`config.mk`:
```
export PLATFORM = sky130hd
export DESIGN_NAME = sdram_scheduler
export DESIGN_NICKNAME = d
export VERILOG_FILES = /design/src/rtl/sdram_scheduler.sv
export SDC_FILE = /design/constraint.sdc
export NUM_CORES = 1
export LEC_CHECK = 0
export ABC_AREA = 1
export CORE_MARGIN = 1
export CORE_UTILIZATION = 44
export CTS_CLUSTER_DIAMETER = 150
export CTS_CLUSTER_SIZE = 30
export DETAILED_ROUTE_END_ITERATION = 10
export PLACE_DENSITY = 0.8
export REMOVE_ABC_BUFFERS = 1
export SLEW_MARGIN = 30
export SYNTH_ARGS = -nofsm -noshare
export SYNTH_HDL_FRONTEND = slang
export SYNTH_SLANG_ARGS = --single-unit
```
`constraint.sdc`:
```
create_clock -name clk -period 4.35 [get_ports clk]
set_clock_uncertainty 0.2 [all_clocks]
set_input_delay 0.435 -clock clk [delete_from_list [all_inputs] [get_ports clk]]
set_output_delay 0.435 -clock clk [all_outputs]
set_load 0.02 [all_outputs]
```
`src/rtl/sdram_scheduler.sv`:
```
// Command-level SDRAM scheduler: grants the pins to the read or write burst engine
// round-robin and interleaves periodic PRECHARGE-ALL + AUTO REFRESH sequences.
module sdram_scheduler #(
  parameter int unsigned REFRESH_INTERVAL = 1560,
  parameter int unsigned TRP              = 2,
  parameter int unsigned TRFC             = 7
) (
  input  logic        clk,
  input  logic        rst,
  input  logic        rd_req,
  input  logic [13:0] rd_address,
  input  logic [23:0] rd_count,
  output logic        rd_ack,
  input  logic        wr_req,
  input  logic [13:0] wr_address,
  input  logic [23:0] wr_count,
  output logic        wr_ack,
  output logic        rd_en,
  output logic [13:0] rd_read_address,
  output logic [23:0] rd_read_count,
  input  logic        rd_done,
  input  logic [3:0]  rd_cmd,
  input  logic [11:0] rd_addr,
  input  logic [1:0]  rd_bank,
  output logic        wr_en,
  output logic [13:0] wr_write_address,
  output logic [23:0] wr_write_count,
  input  logic        wr_done,
  input  logic [3:0]  wr_cmd,
  input  logic [11:0] wr_addr,
  input  logic [1:0]  wr_bank,
  output logic [3:0]  sdram_cmd,
  output logic [11:0] sdram_addr,
  output logic [1:0]  sdram_bank,
  output logic        busy,
  output logic        refresh_late
);

  localparam logic [3:0]  CmdNop      = 4'b0111;
  localparam logic [3:0]  CmdPre      = 4'b0010;
  localparam logic [3:0]  CmdRef      = 4'b0001;
  localparam logic [15:0] TimerReload = 16'(REFRESH_INTERVAL - 1);
  localparam logic [7:0]  TrpLast     = 8'(TRP - 1);
  localparam logic [7:0]  TrfcLast    = 8'(TRFC - 1);

  typedef enum logic [3:0] {
    StIdle, StRdStart, StRdBusy, StWrStart, StWrBusy,
    StRefPre, StRefTrp, StRefAr, StRefTrfc
  } state_e;

  state_e      state_q, state_d;
  logic [15:0] timer_q, timer_d;
  logic [7:0]  wait_cnt_q, wait_cnt_d;
  logic        ref_pending_q, ref_pending_d;
  logic        last_wr_q, last_wr_d;
  logic        rd_ack_d, wr_ack_d, rd_en_d, wr_en_d, late_d;
  logic [13:0] rd_address_d, wr_address_d;
  logic [23:0] rd_count_d, wr_count_d;
  logic [3:0]  cmd_q, cmd_d;
  logic [11:0] addr_q, addr_d;
  logic [1:0]  bank_q, bank_d;
  logic        expire, ref_start, rd_ok, wr_ok, pick_rd;

  always_comb begin
    state_d      = state_q;
    wait_cnt_d   = wait_cnt_q;
    last_wr_d    = last_wr_q;
    rd_ack_d     = 1'b0;
    wr_ack_d     = 1'b0;
    rd_en_d      = 1'b0;
    wr_en_d      = 1'b0;
    rd_address_d = rd_read_address;
    rd_count_d   = rd_read_count;
    wr_address_d = wr_write_address;
    wr_count_d   = wr_write_count;

    expire  = (timer_q == 16'd0);
    timer_d = expire ? TimerReload : timer_q - 16'd1;

    // A request whose ack is still high was just served as zero-count; do not grant it twice.
    rd_ok   = rd_req & ~rd_ack;
    wr_ok   = wr_req & ~wr_ack;
    pick_rd = rd_ok & (~wr_ok | last_wr_q);

    case (state_q)
      StIdle: begin
        if (ref_pending_q) begin
          state_d = StRefPre;
        end else if (pick_rd) begin
          rd_ack_d  = 1'b1;
          last_wr_d = 1'b0;
          if (rd_count != 24'd0) begin
            rd_address_d = rd_address;
            rd_count_d   = rd_count;
            state_d      = StRdStart;
          end
        end else if (wr_ok) begin
          wr_ack_d  = 1'b1;
          last_wr_d = 1'b1;
          if (wr_count != 24'd0) begin
            wr_address_d = wr_address;
            wr_count_d   = wr_count;
            state_d      = StWrStart;
          end
        end
      end
      StRdStart: begin
        rd_en_d = 1'b1;
        state_d = StRdBusy;
      end
      StRdBusy:  if (rd_done) state_d = StIdle;
      StWrStart: begin
        wr_en_d = 1'b1;
        state_d = StWrBusy;
      end
      StWrBusy:  if (wr_done) state_d = StIdle;
      StRefPre: begin
        wait_cnt_d = 8'd0;
        state_d    = StRefTrp;
      end
      StRefTrp: begin
        if (wait_cnt_q == TrpLast) state_d = StRefAr;
        else wait_cnt_d = wait_cnt_q + 8'd1;
      end
      StRefAr: begin
        wait_cnt_d = 8'd0;
        state_d    = StRefTrfc;
      end
      StRefTrfc: begin
        if (wait_cnt_q == TrfcLast) state_d = StIdle;
        else wait_cnt_d = wait_cnt_q + 8'd1;
      end
      default: state_d = StIdle;
    endcase

    // A new expiry always wins over the clear on REF_PRE entry.
    ref_start     = (state_q == StIdle) & ref_pending_q;
    ref_pending_d = expire | (ref_pending_q & ~ref_start);
    late_d        = expire & ref_pending_q & ~ref_start;

    cmd_d  = CmdNop;
    addr_d = 12'd0;
    bank_d = 2'd0;
    case (state_d)
      StRefPre: begin
        cmd_d  = CmdPre;
        addr_d = 12'h400;
      end
      StRefAr: cmd_d = CmdRef;
      default: ;
    endcase
  end

  always_ff @(posedge clk or posedge rst) begin
    if (rst) begin
      state_q          <= StIdle;
      timer_q          <= TimerReload;
      wait_cnt_q       <= 8'd0;
      ref_pending_q    <= 1'b0;
      last_wr_q        <= 1'b1;
      rd_ack           <= 1'b0;
      wr_ack           <= 1'b0;
      rd_en            <= 1'b0;
      wr_en            <= 1'b0;
      refresh_late     <= 1'b0;
      rd_read_address  <= 14'd0;
      rd_read_count    <= 24'd0;
      wr_write_address <= 14'd0;
      wr_write_count   <= 24'd0;
      cmd_q            <= CmdNop;
      addr_q           <= 12'd0;
      bank_q           <= 2'd0;
    end else begin
      state_q          <= state_d;
      timer_q          <= timer_d;
      wait_cnt_q       <= wait_cnt_d;
      ref_pending_q    <= ref_pending_d;
      last_wr_q        <= last_wr_d;
      rd_ack           <= rd_ack_d;
      wr_ack           <= wr_ack_d;
      rd_en            <= rd_en_d;
      wr_en            <= wr_en_d;
      refresh_late     <= late_d;
      rd_read_address  <= rd_address_d;
      rd_read_count    <= rd_count_d;
      wr_write_address <= wr_address_d;
      wr_write_count   <= wr_count_d;
      cmd_q            <= cmd_d;
      addr_q           <= addr_d;
      bank_q           <= bank_d;
    end
  end

  // Engines own the pins combinationally while their burst runs.
  always_comb begin
    sdram_cmd  = cmd_q;
    sdram_addr = addr_q;
    sdram_bank = bank_q;
    if (state_q == StRdBusy) begin
      sdram_cmd  = rd_cmd;
      sdram_addr = rd_addr;
      sdram_bank = rd_bank;
    end else if (state_q == StWrBusy) begin
      sdram_cmd  = wr_cmd;
      sdram_addr = wr_addr;
      sdram_bank = wr_bank;
    end
  end

  assign busy = (state_q != StIdle);

endmodule

```
==> summary.txt, run 1 <==
Wire per inst: 14.9 µm
Clk Latency, worst-skew pair: 0.41 ns
Worst Max-Slew Pin Slew: 0.843 ns
Dominant cells by area after synthesis: dfrtp_1 (49%), nand2_1 (18%), nor2_1 (5.2%), dfstp_2 (4.9%), o21ai_0 (4.5%)
Seq cells post-synth: 115
Multi-input combinational cell area: 2160 µm²
Vias per cell: 4.96
Final setup viols: 0
GRT overflow: 0
PortBufs: 217
Post-route ant nets: 0
Post-synth top area share: 0.487
Post-synth EDFFs: 0
Max incr delay on CP: 0.66 ns
Fin crit period: 3.34 ns
Die height: 113 µm
WP data required: 3.71 ns
Total Die Area: 12700 µm²
Synth cell types: 32
Final Non-Filler Cells: 1046
Synthesis-to-finish area growth: 52.0%
Hpwl dp: 11200 µm
Placed Cells: 1012
Min-Delay Path Depth: 1
CTS tree: yes
CTS HTree Levels: 4
Post-Synthesis Cells: 670
Pleak: 3.89 nW
Initial core utilization: 0.451
Sequential area share after synthesis: 0.535
PD cells: 675 nW/µm²
Post-CTS Resized: 0
Synth top cells by count: nand2_1 (265), dfrtp_1 (105), nor2_1 (75), o21ai_0 (49), inv_1 (46)
Slowest-stage cell, CP: clkdlybuf4s50_1
Pin count of the biggest net entering global routing: 62
Fillers: 953
Setup TNS: 0 ns
Yosys top cell by area: dfrtp_1
Status: finished, violations left
Total Wirelength: 15500 µm
Routability cong.: 0.843
DR iter-0 viols: 335
Final hold vios: 0
Final WS setup: 1.01 ns
Failing checks: design-rule violations
Yosys warning total: 0
Post-route cell area: 8210 µm²
Utilization after layout: 0.686
Initial antenna violation count: 2
Peak VDD IR: 0.375 mV
Core area: 12000 µm²
RR Startpoint: state_q[3]
Fin. max-slew vios: 0
Post-Place Setup Slack: 1.35 ns
Via count: 5184
Critical Path Fanout Max: 17
FP Rows: 40
Syn avg cell area: 8.06 µm²
Max Clk Rate: 0.299 GHz
Top-Level Pins: 218
RSZ-0062 raised after global routing: false
Critical hold path startpoint: timer_q[0]
Maxcap violations: 0
Worst EP arrival: 2.71 ns
Post-CTS Setup Bufs: 0
# DRC: 2
Async SR Flop Fraction: 1.00
Clock sink count: 115
Register clock-pin slew on the reported worst setup and hold paths: 0.05 ns
First-pass GRT wire length: 24900 µm
Die W: 113 µm
Vias in the first global route: 4940
Top_reg_cell synth: dfrtp_1
Rel. slew slack: 0.438
Drt pass-1 iters: 9
Ratio of cells with drive above 1 in the final layout: 0.0613
Type of destination of the critical path: output port
Critical Path Start: state_q[0]
Critical path class: register to output port
Nets@finish: 1007
Root buffer cell: clkbuf_16
Reg2reg path depth: 10
Placed inst area: 7630 µm²
Register area: 2890 µm²
Fin crit share: 0.769
CTS Buf Count: 17
Clock buffer depth: 2
Global-route usage over all layers: 0.258
Cell with the most instances after synthesis: nand2_1
Startpoint types: register
Mapped cell area: 5400 µm²
Hold WC Path Type: register to register
Hold Buf Count CTS: 0
Crit-path cells: nor2_2 -> nand2_1 -> a31oi_1 -> clkdlybuf4s50_1
-- cell usage in the layout, fill, tap and decap left out, types with 7 or more instances in the layout --
master	netlist	final
a21oi_1	7	7
clkbuf_16	0	17
dfrtp_1	105	105
nand3_1	25	25
dfstp_2	10	10
clkdlybuf4s50_1	0	217
a32o_1	14	14
inv_1	46	45
nor2_1	75	75
o21ai_0	49	49
nand2_1	265	265
-- cell type report --
class | instances | area share
antenna | 2 | 0.000610
clock buffer | 28 | 0.0642
clock inverter | 4 | 0.00549
inverter | 51 | 0.0236
multi-input combinational | 478 | 0.263
sequential | 115 | 0.352
tap | 147 | 0.0224
timing repair buffer | 221 | 0.268
-- state kept, by name, indices dropped and copies added (netlist names) --
| register | cells |
|---|---|
| wr_write_count | 24 |
| rd_read_address | 14 |
| rd_en | 1 |
| timer_q | 16 |
| wr_write_address | 14 |
| addr_q | 1 |
| refresh_late | 1 |
| state_q | 4 |
| last_wr_q | 1 |
| rd_ack | 1 |
| wait_cnt_q | 8 |
| rd_read_count | 24 |
| wr_en | 1 |
| ref_pending_q | 1 |
| cmd_q | 3 |
| wr_ack | 1 |
-- routing by layer --
layer | routed length (µm) | track usage | part of all wire | vias up
met3 | 1390 | 0.0969 | 0.089 | 36
met4 | 674 | 0.159 | 0.043 | 0
li1 | - | - | - | 2567
met2 | 7390 | 0.415 | 0.48 | 202
met5 | 0 | 0 | 0 | -
met1 | 6080 | 0.291 | 0.39 | 2379
-- worst max-delay path, delay by kind of cell (launching register included) --
family | cells | cell delay (ns)
compound gates | 1 | 0.25
buf+inv | 1 | 0.66
flops | 1 | 0.44
simple gates | 2 | 0.95
-- per-stage QoR --
| step | hold slack [ns] | total power, mW |
|---|---|---|
| floorplan | 0.229 | 2.98 |
| detailed placement | 0.240 | 4.24 |
| finish | 0.249 | 5.54 |
| global placement | 0.236 | 4.20 |
| CTS | 0.253 | 5.59 |
| global route | 0.265 | 5.86 |
-- cell families after synthesis --
kind of cell    share of synthesized area
flops                               0.535
simple gates                        0.288
compound gates                     0.0892
xor+xnor                           0.0114
buf+inv                            0.0647
fa+ha+maj                          0.0116
-- worst paths after layout --
path / endpoint / slack [ns]
worst min-delay path: timer_q[0] / 0.25
worst max register to register: wr_write_count[12] / 1.30
worst max-delay path: sdram_cmd[0] / 1.01
max in group asynchronous: timer_q[4] / 2.74
worst min register to register: timer_q[0] / 0.25
min in group asynchronous: rd_read_count[17] / 0.30
-- power breakdown --
part / total [mW] / internal (mW) / switching, mW
registers: 1.67 / 1.46 / 0.217
logic: 2.55 / 1.09 / 1.46
clock network: 1.32 / 0.873 / 0.445
Note: power is estimated with default switching activity, not from simulation.
==> run 2, diff against run 1 <==
Settings changed: CORE_UTILIZATION 44 to 39, PLACE_DENSITY 0.8 to 0.75.
Clock period 4.35 ns to 2.8 ns, I/O delays scaled along.
==> run 2 against run 1 <==
  * The run now ends clean
  * Critical path depth up 2
  * Final cell count up 3.7%
  * Hold slack worse by 0.20 ns
  * Wire length up 3.4%
  * Combinational power up 60%
  * Sequential power up 55%
  * Power up 60%
  * Utilization down 5.9 points
  * Worst setup slack worse by 0.88 ns
==> summary.txt, run 2 (synthesis gave the netlist of run 1 again) <==
Status: completed
Critical path class: register to output port
CTS HTree Levels: 4 (unchanged)
PD cells: 1060 nW/µm² (+56%)
RSZ-0062 raised after global routing: false
Die W: 120 µm (+6.1%)
Rel. slew slack: 0.467 (+0.0292)
CTS Buf Count: 17 (unchanged)
Nets@finish: 1017 (+0.99%)
Crit path top cell by count: nand2_1
RR Startpoint: state_q[3]
Biggest regs: rd_read_count x24, wr_write_count x24, timer_q x16
Pin count of the biggest net entering global routing: 61 (-1.6%)
Drt pass-1 iters: 4 (-5)
Maxcap violations: 0 (unchanged)
P_sw: 3.37 mW (+59%)
Critical Path Start: state_q[0]
Post-route ant nets: 0 (unchanged)
Crit-path cells: nor2_2 -> nand2_1 -> inv_2 -> nand2_1 -> a31oi_2 -> clkdlybuf4s50_1
Commonest non-fill, non-tap cell in the layout: nand2_1
Critical Path Fanout Max: 6 (-11)
Int Power: 5.47 mW (+60%)
Clk Latency, worst-skew pair: 0.41 ns (about the same)
PortBufs: 217 (unchanged)
Clock power frac: 0.247 (+0.009)
Multi-input combinational cell area: 2170 µm² (+0.41%)
Worst Max-Slew Pin Slew: 0.797 ns (-0.0457 ns)
Worst EP arrival: 2.19 ns (-0.52 ns)
Hold WC Path Type: input pin to asynchronous set/reset pin
Total Die Area: 14300 µm² (+13%)
Sw frac: 0.382 (-0.00112)
Fin crit share: 0.955
Clock buffer depth: 2 (unchanged)
Max Clk Rate: 0.374 GHz
Vias per cell: 4.78 (-3.6%)
Fin. max-slew vios: 0 (unchanged)
DR iter-0 viols: 372 (+11%)
Global-route usage over all layers: 0.237 (-0.0209)
Register area: 2890 µm² (unchanged)
Pleak: 3.97 nW (+2.1%)
Ratio of cells with drive above 1 in the final layout: 0.0761 (+0.0148)
Gate power share: 0.460 (about the same)
Die height: 120 µm (+6.1%)
First-pass GRT wire length: 26400 µm (+6.0%)
Final hold vios: 0 (unchanged)
Vias in the first global route: 5225 (+5.8%)
Hold Buf Count CTS: 0 (unchanged)
Wire per inst: 14.8 µm (-0.36%)
Routability cong.: 0.838 (-0.55%)
Post-Place Setup Slack: 0.445 ns (-0.903 ns)
Slowest-stage cell, CP: clkdlybuf4s50_1
Post-CTS Setup Bufs: 0 (unchanged)
Clock sink count: 115 (unchanged)
Post-route cell area: 8370 µm² (+2.0%)
WP data required: 2.32 ns (-1.39 ns)
Peak VDD IR: 0.543 mV (+45%)
Initial antenna violation count: 2 (unchanged)
Final WS setup: 0.126 ns (-0.881 ns)
Type of destination of the critical path: output port
Via count: 5183 (-0.019%)
Utilization after layout: 0.627 (-0.0591)
Register clock-pin slew on the reported worst setup and hold paths: 0.06 ns (about the same)
Final setup viols: 0 (unchanged)
Root buffer cell: clkbuf_16
Top-Level Pins: 218 (unchanged)
# DRC: 0 (-2)
Fin crit period: 2.67 ns
Placed inst area: 7750 µm² (+1.6%)
Initial core utilization: 0.404 (-0.0469)
Total Wirelength: 16100 µm (+3.4%)
Startpoint types: register
CTS tree: yes
Hpwl dp: 11600 µm (+3.1%)
Fillers: 1144 (+20%)
Synthesis-to-finish area growth: 55.0%
Final Hold Slack: 0.0529 ns (-0.197 ns)
Core area: 13300 µm² (+12%)
Total power: 8.84 mW (+60%)
GRT overflow: 0 (unchanged)
Commonest cells after routing, fill and taps aside: nand2_1 (264), clkdlybuf4s50_1 (215), dfrtp_1 (105), nor2_1 (75), o21ai_0 (49)
Seq pwr share: 0.293 (-0.009)
Max incr delay on CP: 0.65 ns (about the same)
FP Rows: 42 (+5.0%)
## run 2: timing repair
action,CTS,global route
endpoints found under the hold margin,0,0
setup endpoints to repair,1,11
gates cloned,0,0
gates resized for setup,1,4
## run 2: per-layer routing
layer  track usage  wire [µm]  vias up
met1         0.276       6550     2380
met4         0.128        586        0
li1              -          -     2577
met3        0.0694       1210       37
met5             0          0        -
met2         0.392       7700      189
## run 2: layout make-up
class,count,share of cell area
clock buffer,23,0.0559
clock inverter,9,0.0154
timing repair buffer,231,0.274
inverter,51,0.0232
sequential,115,0.345
antenna,2,0.000598
tap,176,0.0263
multi-input combinational,478,0.259
## run 2: worst max-delay path: cells and delay by family (launching register included)
kind / cells / cell delay, ns
DFF: 1 / 0.44
buffers and inverters: 2 / 0.77
and+or+nand+nor: 3 / 0.36
AOI/OAI and AO/OA: 1 / 0.21
## run 2: path summary, 6_finish.rpt
| check | slack, ns | endpoint | depth (start not counted) |
|---|---|---|---|
| max in group asynchronous | 1.64 | timer_q[2] | 3 |
| min in group clk | 0.20 | rd_read_address[8] | 3 |
| setup reg to reg | 0.48 | rd_read_count[2] | 8 |
| setup / recovery | 0.13 | sdram_cmd[0] | 6 |
| hold reg to reg | 0.25 | timer_q[0] | 1 |
| hold / removal | 0.05 | timer_q[14] | 2 |
## run 2: power groups by stage
stage	sequential (mW)	clock, mW	combinational, mW
after floorplan	3.22	0	1.41
after global placement	2.60	0	4.02
after detailed placement	2.61	0	4.07
after CTS	2.59	2.22	4.10
after global routing	2.66	2.29	4.39
final	2.59	2.19	4.07
## run 2: metrics by stage
stage / std cells / TNS [ns]
floorplan: 644 / -74.29
global placement: 1051 / 0
detailed placement: 1051 / 0
CTS: 1083 / 0
global route: 1085 / 0
finish: 1085 / 0
